### config.mk
export PLATFORM = sky130hd
export DESIGN_NAME = ct_byte_packer
export DESIGN_NICKNAME = d
export VERILOG_FILES = /design/src/rtl/xor_cipher_pkg.sv /design/src/rtl/ct_byte_packer_byte_fifo.sv /design/src/rtl/ct_byte_packer.sv
export SDC_FILE = /design/constraint.sdc
export NUM_CORES = 1
export LEC_CHECK = 0
export CORE_MARGIN = 1
export CORE_UTILIZATION = 53
export DETAILED_ROUTE_END_ITERATION = 6
export GPL_ROUTABILITY_DRIVEN = 1
export PLACE_DENSITY = 0.75
export RECOVER_POWER = 100
export SYNTH_ARGS = -nofsm -noshare
export SYNTH_HDL_FRONTEND = slang
export SYNTH_SLANG_ARGS = --single-unit
### constraint.sdc
create_clock -name iClk -period 1.8 [get_ports iClk]
set_input_delay 0.36 -clock iClk [delete_from_list [all_inputs] [get_ports iClk]]
set_output_delay 0.36 -clock iClk [all_outputs]
set_load 0.005 [all_outputs]
### src/rtl/xor_cipher_pkg.sv
// Shared types and helpers for the XOR cipher datapath.
// Holds the frame FSM states and the bit-serial CRC-8 step.
package xor_cipher_pkg;

  localparam int MSG_SIZE_DEF = 512;
  localparam logic [7:0] CRC8_POLY = 8'h07;

  typedef enum logic [1:0] {
    IDLE,
    RECV,
    TRAILER
  } state_t;

  function automatic logic [7:0] crc8_bit(
    input logic [7:0] crc,
    input logic       b
  );
    logic fb;
    fb = crc[7] ^ b;
    return {crc[6:0], 1'b0} ^ (fb ? CRC8_POLY : 8'h00);
  endfunction

endpackage

### src/rtl/ct_byte_packer_byte_fifo.sv
// Small synchronous FIFO carrying a byte plus its last tag.
// Pointers carry an extra wrap bit so full and empty differ.
module byte_fifo #(
  parameter int DEPTH = 4
) (
  input  logic       iClk,
  input  logic       iRst,
  input  logic       push,
  input  logic [8:0] wdata,
  input  logic       pop,
  output logic [8:0] rdata,
  output logic       full,
  output logic       empty
);

  localparam int AW = $clog2(DEPTH);

  logic [8:0]  mem [DEPTH];
  logic [AW:0] wptr;
  logic [AW:0] rptr;
  logic        do_push;
  logic        do_pop;

  assign empty = (wptr == rptr);
  assign full  = (wptr[AW] != rptr[AW]) &&
                 (wptr[AW-1:0] == rptr[AW-1:0]);

  assign do_pop  = pop && !empty;
  assign do_push = push && (!full || do_pop);

  assign rdata = mem[rptr[AW-1:0]];

  always_ff @(posedge iClk) begin
    if (iRst) begin
      wptr <= '0;
      rptr <= '0;
      mem  <= '{default: '0};
    end else begin
      if (do_push) begin
        mem[wptr[AW-1:0]] <= wdata;
        wptr <= wptr + 1'b1;
      end
      if (do_pop) rptr <= rptr + 1'b1;
    end
  end

endmodule

### src/rtl/ct_byte_packer.sv
// Packs the serial ciphertext stream into bytes, appends a CRC-8
// trailer per frame and hands bytes to the host over valid/ready.
module ct_byte_packer
  import xor_cipher_pkg::*;
#(
  parameter int MSG_SIZE   = MSG_SIZE_DEF,
  parameter int FIFO_DEPTH = 4
) (
  input  logic       iClk,
  input  logic       iRst,
  input  logic       iSerial_bit,
  input  logic       iSerial_start,
  input  logic       iSerial_end,
  output logic [7:0] oByte,
  output logic       oValid,
  input  logic       iReady,
  output logic       oLast,
  output logic [$clog2(MSG_SIZE/8+1):0] oByte_count,
  output logic       oBusy,
  output logic       oOverflow,
  output logic       oFrame_err
);

  localparam int BCW = $clog2(MSG_SIZE/8+1) + 1;
  localparam int FBW = $clog2(MSG_SIZE+1);
  localparam logic [FBW-1:0] FB_MAX = FBW'(MSG_SIZE);

  state_t         state, state_n;
  logic [7:0]     shreg, sh_n, sh_set;
  logic [2:0]     bit_cnt, bcnt_n;
  logic [FBW-1:0] fbits, fbits_n;
  logic [7:0]     crc, crc_n;
  logic           pend_vld, pend_vld_n;
  logic [7:0]     pend, pend_n;
  logic [BCW-1:0] byte_cnt, cnt_n;
  logic           ovf, ovf_n;
  logic           ferr, ferr_n;
  logic           trl_push;

  logic       f_full, f_empty, f_pop, can_push;
  logic [8:0] f_rdata;

  assign f_pop    = !f_empty && iReady;
  assign can_push = !f_full || f_pop;

  always_comb begin
    state_n    = state;
    sh_n       = shreg;
    bcnt_n     = bit_cnt;
    fbits_n    = fbits;
    crc_n      = crc;
    pend_vld_n = 1'b0;
    pend_n     = pend;
    cnt_n      = byte_cnt;
    ovf_n      = ovf;
    ferr_n     = ferr;
    trl_push   = 1'b0;
    sh_set     = shreg;
    sh_set[3'd7 - bit_cnt] = iSerial_bit;

    // data bytes count even when the FIFO has no room for them
    if (pend_vld) begin
      cnt_n = byte_cnt + 1'b1;
      if (!can_push) ovf_n = 1'b1;
    end

    if (state == TRAILER) begin
      if (iSerial_start) ferr_n = 1'b1;
      if (!pend_vld && can_push) begin
        trl_push = 1'b1;
        state_n  = IDLE;
      end
    end else if (iSerial_start) begin
      if (state == RECV) ferr_n = 1'b1;
      crc_n   = crc8_bit(8'h00, iSerial_bit);
      fbits_n = FBW'(1);
      cnt_n   = '0;
      if (iSerial_end) begin
        pend_vld_n = 1'b1;
        pend_n     = {iSerial_bit, 7'b0};
        state_n    = TRAILER;
      end else begin
        sh_n    = {iSerial_bit, 7'b0};
        bcnt_n  = 3'd1;
        state_n = RECV;
      end
    end else if (state == IDLE) begin
      if (iSerial_end) ferr_n = 1'b1;
    end else if (fbits == FB_MAX) begin
      ferr_n = 1'b1;
      if (iSerial_end) begin
        pend_vld_n = (bit_cnt != 3'd0);
        pend_n     = shreg;
        state_n    = TRAILER;
      end
    end else begin
      crc_n   = crc8_bit(crc, iSerial_bit);
      fbits_n = fbits + 1'b1;
      if (iSerial_end) begin
        pend_vld_n = 1'b1;
        pend_n     = sh_set;
        state_n    = TRAILER;
      end else if (bit_cnt == 3'd7) begin
        pend_vld_n = 1'b1;
        pend_n     = sh_set;
        sh_n       = 8'h00;
        bcnt_n     = 3'd0;
      end else begin
        sh_n   = sh_set;
        bcnt_n = bit_cnt + 1'b1;
      end
    end
  end

  always_ff @(posedge iClk) begin
    if (iRst) begin
      state    <= IDLE;
      shreg    <= '0;
      bit_cnt  <= '0;
      fbits    <= '0;
      crc      <= '0;
      pend_vld <= 1'b0;
      pend     <= '0;
      byte_cnt <= '0;
      ovf      <= 1'b0;
      ferr     <= 1'b0;
    end else begin
      state    <= state_n;
      shreg    <= sh_n;
      bit_cnt  <= bcnt_n;
      fbits    <= fbits_n;
      crc      <= crc_n;
      pend_vld <= pend_vld_n;
      pend     <= pend_n;
      byte_cnt <= cnt_n;
      ovf      <= ovf_n;
      ferr     <= ferr_n;
    end
  end

  byte_fifo #(
    .DEPTH (FIFO_DEPTH)
  ) u_fifo (
    .iClk  (iClk),
    .iRst  (iRst),
    .push  (pend_vld || trl_push),
    .wdata (pend_vld ? {1'b0, pend} : {1'b1, crc}),
    .pop   (f_pop),
    .rdata (f_rdata),
    .full  (f_full),
    .empty (f_empty)
  );

  assign oByte       = f_rdata[7:0];
  assign oLast       = f_rdata[8];
  assign oValid      = !f_empty;
  assign oByte_count = byte_cnt;
  assign oBusy       = (state != IDLE);
  assign oOverflow   = ovf;
  assign oFrame_err  = ferr;

endmodule
---- After elaboration in Yosys (flattened, before gate mapping) ----
Index checks and enable logic that the tools add are counted.
word-level totals
  logic and storage cells ................. 138
  register bits ........................... 92
  RAM bits ................................ 0
  bits of input ports ..................... 6
  bits in latches ......................... 0
  ROM bits ................................ 0
  memories ................................ 0
  output and inout port bits .............. 21
cells by class
  $add $sub $neg .......................... 6
  div/mod/pow operators ................... 0
  $lt $le $gt $ge ......................... 5
  equal/unequal tests ..................... 16
  shift-type cells ........................ 0
  bitwise operators ....................... 7
  multiply operators ...................... 0
  multiplexer cells ....................... 62
  reductions and logical operators ........ 26
operator list
  kind                                            count
  two-way mux 8 bit                               19
  bitwise mux 36 bit                              1
  two-way mux 9 bit                               4
  two-way mux 10 bit                              3
  two-way mux 3 bit                               8
  binary-select mux 9 bit (select 2 bit)          1
  demux 9 bit (select 2 bit)                      1
  two-way mux 1 bit                               17
  two-way mux 2 bit                               6
  adder 10 x 1 -> 10 bit (second input constant)  1
  == test 10 bit (second input constant)          1
  adder 3 x 1 -> 3 bit (second input constant)    3
  nonzero test 3 bit                              3
  adder 8 x 1 -> 8 bit (second input constant)    1
  bitwise mux 8 bit                               1
  inequality test 2 bit (second input constant)   4
  AND reduction 4 bit                             2
  XOR 8 x 3 -> 8 bit                              1
  logical AND 1 bit                               7
  >= comparator 3 bit (second input constant)     2
  inequality test 3 bit (second input constant)   2
  inverter 2 -> 3 bit                             2
  AND reduction 3 bit                             2
  AND reduction 5 bit                             1
  21 further kinds                                29

---- Depth between registers and ports, before layout ----
  word-level depth ........................ 11
  depth in mapped cells ................... 8
  mapped depth without buffers ............ 7

---- Cells and area by module ----
From an unflattened synthesis, not the netlist that was laid out.
unflattened totals
  cell total of the unflattened synthesis .. 467
  area total of the unflattened synthesis .. 4,604.4 µm²
modules (own cells, without submodules)
  module          area each (µm²)  cells each  instances
  ct_byte_packer  2,557.5          292         1
  byte_fifo       2,047.0          175         1

---- Worst setup path before layout ----
Ideal clock, no wire load.
  path kind ............................... register to register
  start ................................... register bit_cnt[0]
  end ..................................... register shreg[7]
  buffers on the path ..................... 1
  clock period less this slack ............ 1.687 ns
  cell stages (with the launch flop) ...... 7
  arrival ................................. 1.596 ns
  library setup time ...................... 0.091 ns
  slack ................................... 0.113 ns
  cells stage by stage .................... dfxtp_1 > ha_1 > ha_1 > or2_0 > buf_1 > or3b_1 > a311oi_1
on the way
  cells in the longest elaborated chain, start to end .. 11
RTL lines
  what                                                                                                       line                   RTL
  start: declaration                                                                                         ct_byte_packer.sv:30   logic [2:0] bit_cnt, bcnt_n;
  start signal: assignment                                                                                   ct_byte_packer.sv:130  bit_cnt <= bcnt_n;
  subtractor 3 bit                                                                                           ct_byte_packer.sv:59   sh_set[3'd7 - bit_cnt] = iSerial_bit;
  less-than comparator 3 x 4 -> 1 bit (not written as such) or >= comparator 3 x 1 -> 1 bit (tied branches)  ct_byte_packer.sv:59
  logical AND 1 bit (not written as such)                                                                    ct_byte_packer.sv:59
  two-way mux 1 bit (not written as such)                                                                    ct_byte_packer.sv:59
  demux 1 bit (select 3 bit)                                                                                 ct_byte_packer.sv:59
  bitwise mux 8 bit                                                                                          ct_byte_packer.sv:59
  two-way mux 8 bit (*)                                                                                      ct_byte_packer.sv:103  end else if (bit_cnt == 3'd7) begin
  two-way mux 8 bit (*)                                                                                      ct_byte_packer.sv:99   if (iSerial_end) begin
  two-way mux 8 bit (*)                                                                                      ct_byte_packer.sv:89   end else if (fbits == FB_MAX) begin
  two-way mux 8 bit (*)                                                                                      ct_byte_packer.sv:87   end else if (state == IDLE) begin
  two-way mux 8 bit (*)                                                                                      ct_byte_packer.sv:73   end else if (iSerial_start) begin
  end signal: assignment                                                                                     ct_byte_packer.sv:129  shreg <= sh_n;
  end: declaration                                                                                           ct_byte_packer.sv:29   logic [7:0] shreg, sh_n, sh_set;
Mark *: on every way between the ends. The rest lies on a longest branch, timed or not. The select of a mux whose other input is x is not followed.
A chain may end at the register's enable or synchronous reset.

---- Worst setup path after layout ----
  start ................................... register u_fifo.rptr[0]
  end ..................................... output port oByte[2]
on the way
  cells in the longest elaborated chain, start to end .. 4
RTL lines
  what                                                  line                            RTL
  start: declaration                                    ct_byte_packer_byte_fifo.sv:20  logic [AW:0] rptr;
  start signal: assignment                              ct_byte_packer_byte_fifo.sv:43  if (do_pop) rptr <= rptr + 1'b1;
  inverter 2 -> 3 bit (not written as such)             ct_byte_packer_byte_fifo.sv:31  assign rdata = mem[rptr[AW-1:0]];
  binary-select mux 9 bit (select 2 bit)                ct_byte_packer_byte_fifo.sv:31
  two-way mux 9 bit (not written as such) (2 in a row)  ct_byte_packer_byte_fifo.sv:31
  end: declaration                                      ct_byte_packer.sv:14            output logic [7:0] oByte,
Every way passes these cells. The select of a mux whose other input is x is not followed.

==> impl_metrics.toml <==
[status]
status = "complete, but fails checks"
failed_checks = "negative setup slack"

[finish]
drive_gt1_frac = 0.221
nNetsFinal = 529
multi_input_area_sq_mm = 0.00241
design_area_sq_mm = 0.00527
seqCellArea_sq_mm = 0.00185
final_cells = 619
fillers = 619
area_growth_syn_to_layout_pct = 19.2
fin_util = 0.668
antennaDiodeCount = 0

[sta]
relSlewSlack = 0.594
finalClockSkew_ps = 10.0
fin_crit_sh = 1.10
timing.fmax_mhz = 505
worstMarginPinSlew_ps = 605
period_needed_ps = 1980
finalSetupViolCount = 40
setup_ws_ps = -180
fin_hold_ws_ps = 316
rsz0062_at_grt = "yes"
slew_viol_final = 0
fin_setup_tns_ps = -2180
hold_viol = 0

[setup_path]
cp_slowest_cell = "mux4_2"
cp_data_arrival_time_ps = 1620
worstSetupPathDepth = 4
required_ps = 1440
end_kind = "primary output"
rr_worst_depth = 7
crit_path_max_fanout = 5
crit_buf_inv = 3
path_delay_family = "multiplexers"
critPathMaxStageDelay_ps = 510
startpoint_type = "flip-flop"
crit_top_cell = "buf_12"
path_cells = "buf_12 > buf_12 > mux4_2 > buf_2"
setup.worst_path.class = "reg2out"

[hold_path]
whs_path_depth = 2
min_path_type = "in2reg"

[route]
viasPerCell = 5.49
drt-wirelength-per-cell_um = 14.8
drt-pass1-iter-count = 4
final_antenna_net_count = 0
routed_wl_um = 9190
via_count = 3399
drc_errors = 0
drt_iter0_drc = 156

[placed_design]
dpl_worst_slack_ps = -237
placed_cell_area_sq_mm = 0.00503
hpwl_um = 6390
dp_cells = 594
port_buffers = 26
gp_congestion = 0.794

[power]
power.density_mw_per_mm2 = 780
ir_worst_vdd_v = 0.000467
leakage_nw = 2.03
power.total_mw = 4.11

[grt]
grt_usage = 0.223
overflow = 0
grt_pass1_vias = 3296
grt_pass1_wl_um = 15300
grt_max_degree = 44
globalRouteMet3Util = 0.0504
grtUsageMet1 = 0.282
use_met2 = 0.382
grt.busiest_layer = "met2"
antenna_found_initial = 0

[floorplan]
ioPinCount = 27
fp.dieArea_sq_mm = 0.00871
die_h_um = 93.4
coreArea_sq_mm = 0.00789
start_util = 0.561
rows = 32
die_w_um = 93.4

[yosys]
yosysTopAreaCell = "dfxtp_1"
synthMuxAreaShare = 0.175
yosys_warnings = 0
synth_seq_cells = 92
synth_xor_area_frac = 0.0495
syn_nets = 475
synth.distinct_cells = 54
synthTopCellsByCount = "dfxtp_1 (92), nor2_1 (83), mux2i_1 (48), nand2_1 (21), clkbuf_1 (19)"
synthAdderAreaFrac = 0.0311
yosys.area_share.simple = 0.186
netlist_top_cells_area = "dfxtp_1 (42%), mux2i_1 (11%), nor2_1 (7.0%)"
syn_area_sq_mm = 0.00442
synth-async-reset-ratio = 0
synth_top_family_by_area = "simple AND/OR/NAND/NOR gates"
ys.flop_type = "dfxtp_1"
synth_compound_area_frac = 0.0965
synth_area_per_cell_sq_um = 9.66
synth_top_area_share = 0.416
seq_area_frac_synth = 0.416
synth_cells = 458
synth_most_common_cell = "dfxtp_1"
synth_edf_count = 0

[clocking]
hold_buffers = 0
cts_tree = "done"
root_buffer = "clkbuf_8"
path_clk_slew_ps = 100
cts_buffers = 9
h-tree-depth = 3
clk_latency_ps = 360
clkSinkCount = 92
clock_path_buffers = 2

[run]
drv_cap = 0
[worst reg2reg max path: stages, from the launching register on]
cell and delay (ps):
dfxtp_2 340, xor2_1 170, buf_4 140, and4b_1 350, nor3b_4 320, buf_12 190
mux2i_2 220, nor2_1 60
[cell families after synthesis]
group           count (synthesis)
fa+ha+maj                      11
buf+inv                        41
compound gates                 59
xor+xnor                       25
simple gates                  165
flops                          92
mux                            65
[sequential cells by signal, indices dropped and copies added (netlist names)]
name and flops:
u_fifo.mem 36, fbits 10, crc 8, oByte_count 8
pend 8, shreg 8, bit_cnt 3, u_fifo.rptr 3
u_fifo.wptr 3, state 2, oFrame_err 1, oOverflow 1
pend_vld 1
[area by class of cell]
class,instances,share of cell area
clock buffers,9,0.0235
clock inverters,7,0.0123
inverters,8,0.00570
multi-input cells,325,0.457
flip-flops and latches,92,0.351
well taps,102,0.0242
repair buffers,76,0.126
[report_power, final]
| group | total, mW | switching [mW] | internal (mW) | leakage, nW |
|---|---|---|---|---|
| clock network | 1.34 | 0.801 | 0.539 | 0.0947 |
| logic | 0.655 | 0.317 | 0.337 | 1.19 |
| registers | 2.12 | 0.0401 | 2.08 | 0.747 |
| total | 4.11 | 1.16 | 2.95 | 2.03 |
[routing by layer]
layer	wire (um)	vias to the layer above
met5	0	-
met4	99	0
li1	-	1703
met1	4210	1618
met3	332	14
met2	4550	64
[placed cells by master (no fill, tap or decap), types with 5 or more instances in the layout]
master	n
buf_2	10
mux4_2	9
nand2_1	21
mux2_2	8
dlygate4sd3_1	7
buf_4	33
clkdlybuf4s50_1	7
ha_1	11
mux2i_1	47
a211oi_1	8
buf_12	6
xor2_1	14
a21oi_1	13
nand3_1	12
clkbuf_8	10
nor2_1	83
o21ai_0	7
xnor2_1	10
o21ai_1	8
o2bb2ai_1	7
nand3b_1	10
dfxtp_1	86
inv_1	8
dfxtp_2	5
[repair_timing]
action,in CTS,in global routing
pin swaps,3,3
endpoints found under the hold margin,0,0
resized for setup,48,12
buffers inserted,6,3
endpoints found under the setup margin,20,58
[path summary, 6_finish.rpt]
check | slack, ps | end | startpoint
setup / recovery | -180 | oByte[2] | u_fifo.rptr[0]
hold / removal | 320 | state[1] | iRst
setup reg to reg | -90 | u_fifo.mem[7] | u_fifo.wptr[2]
hold reg to reg | 470 | oOverflow | oOverflow
No activity file was read; power rests on OpenSTA's default activity.
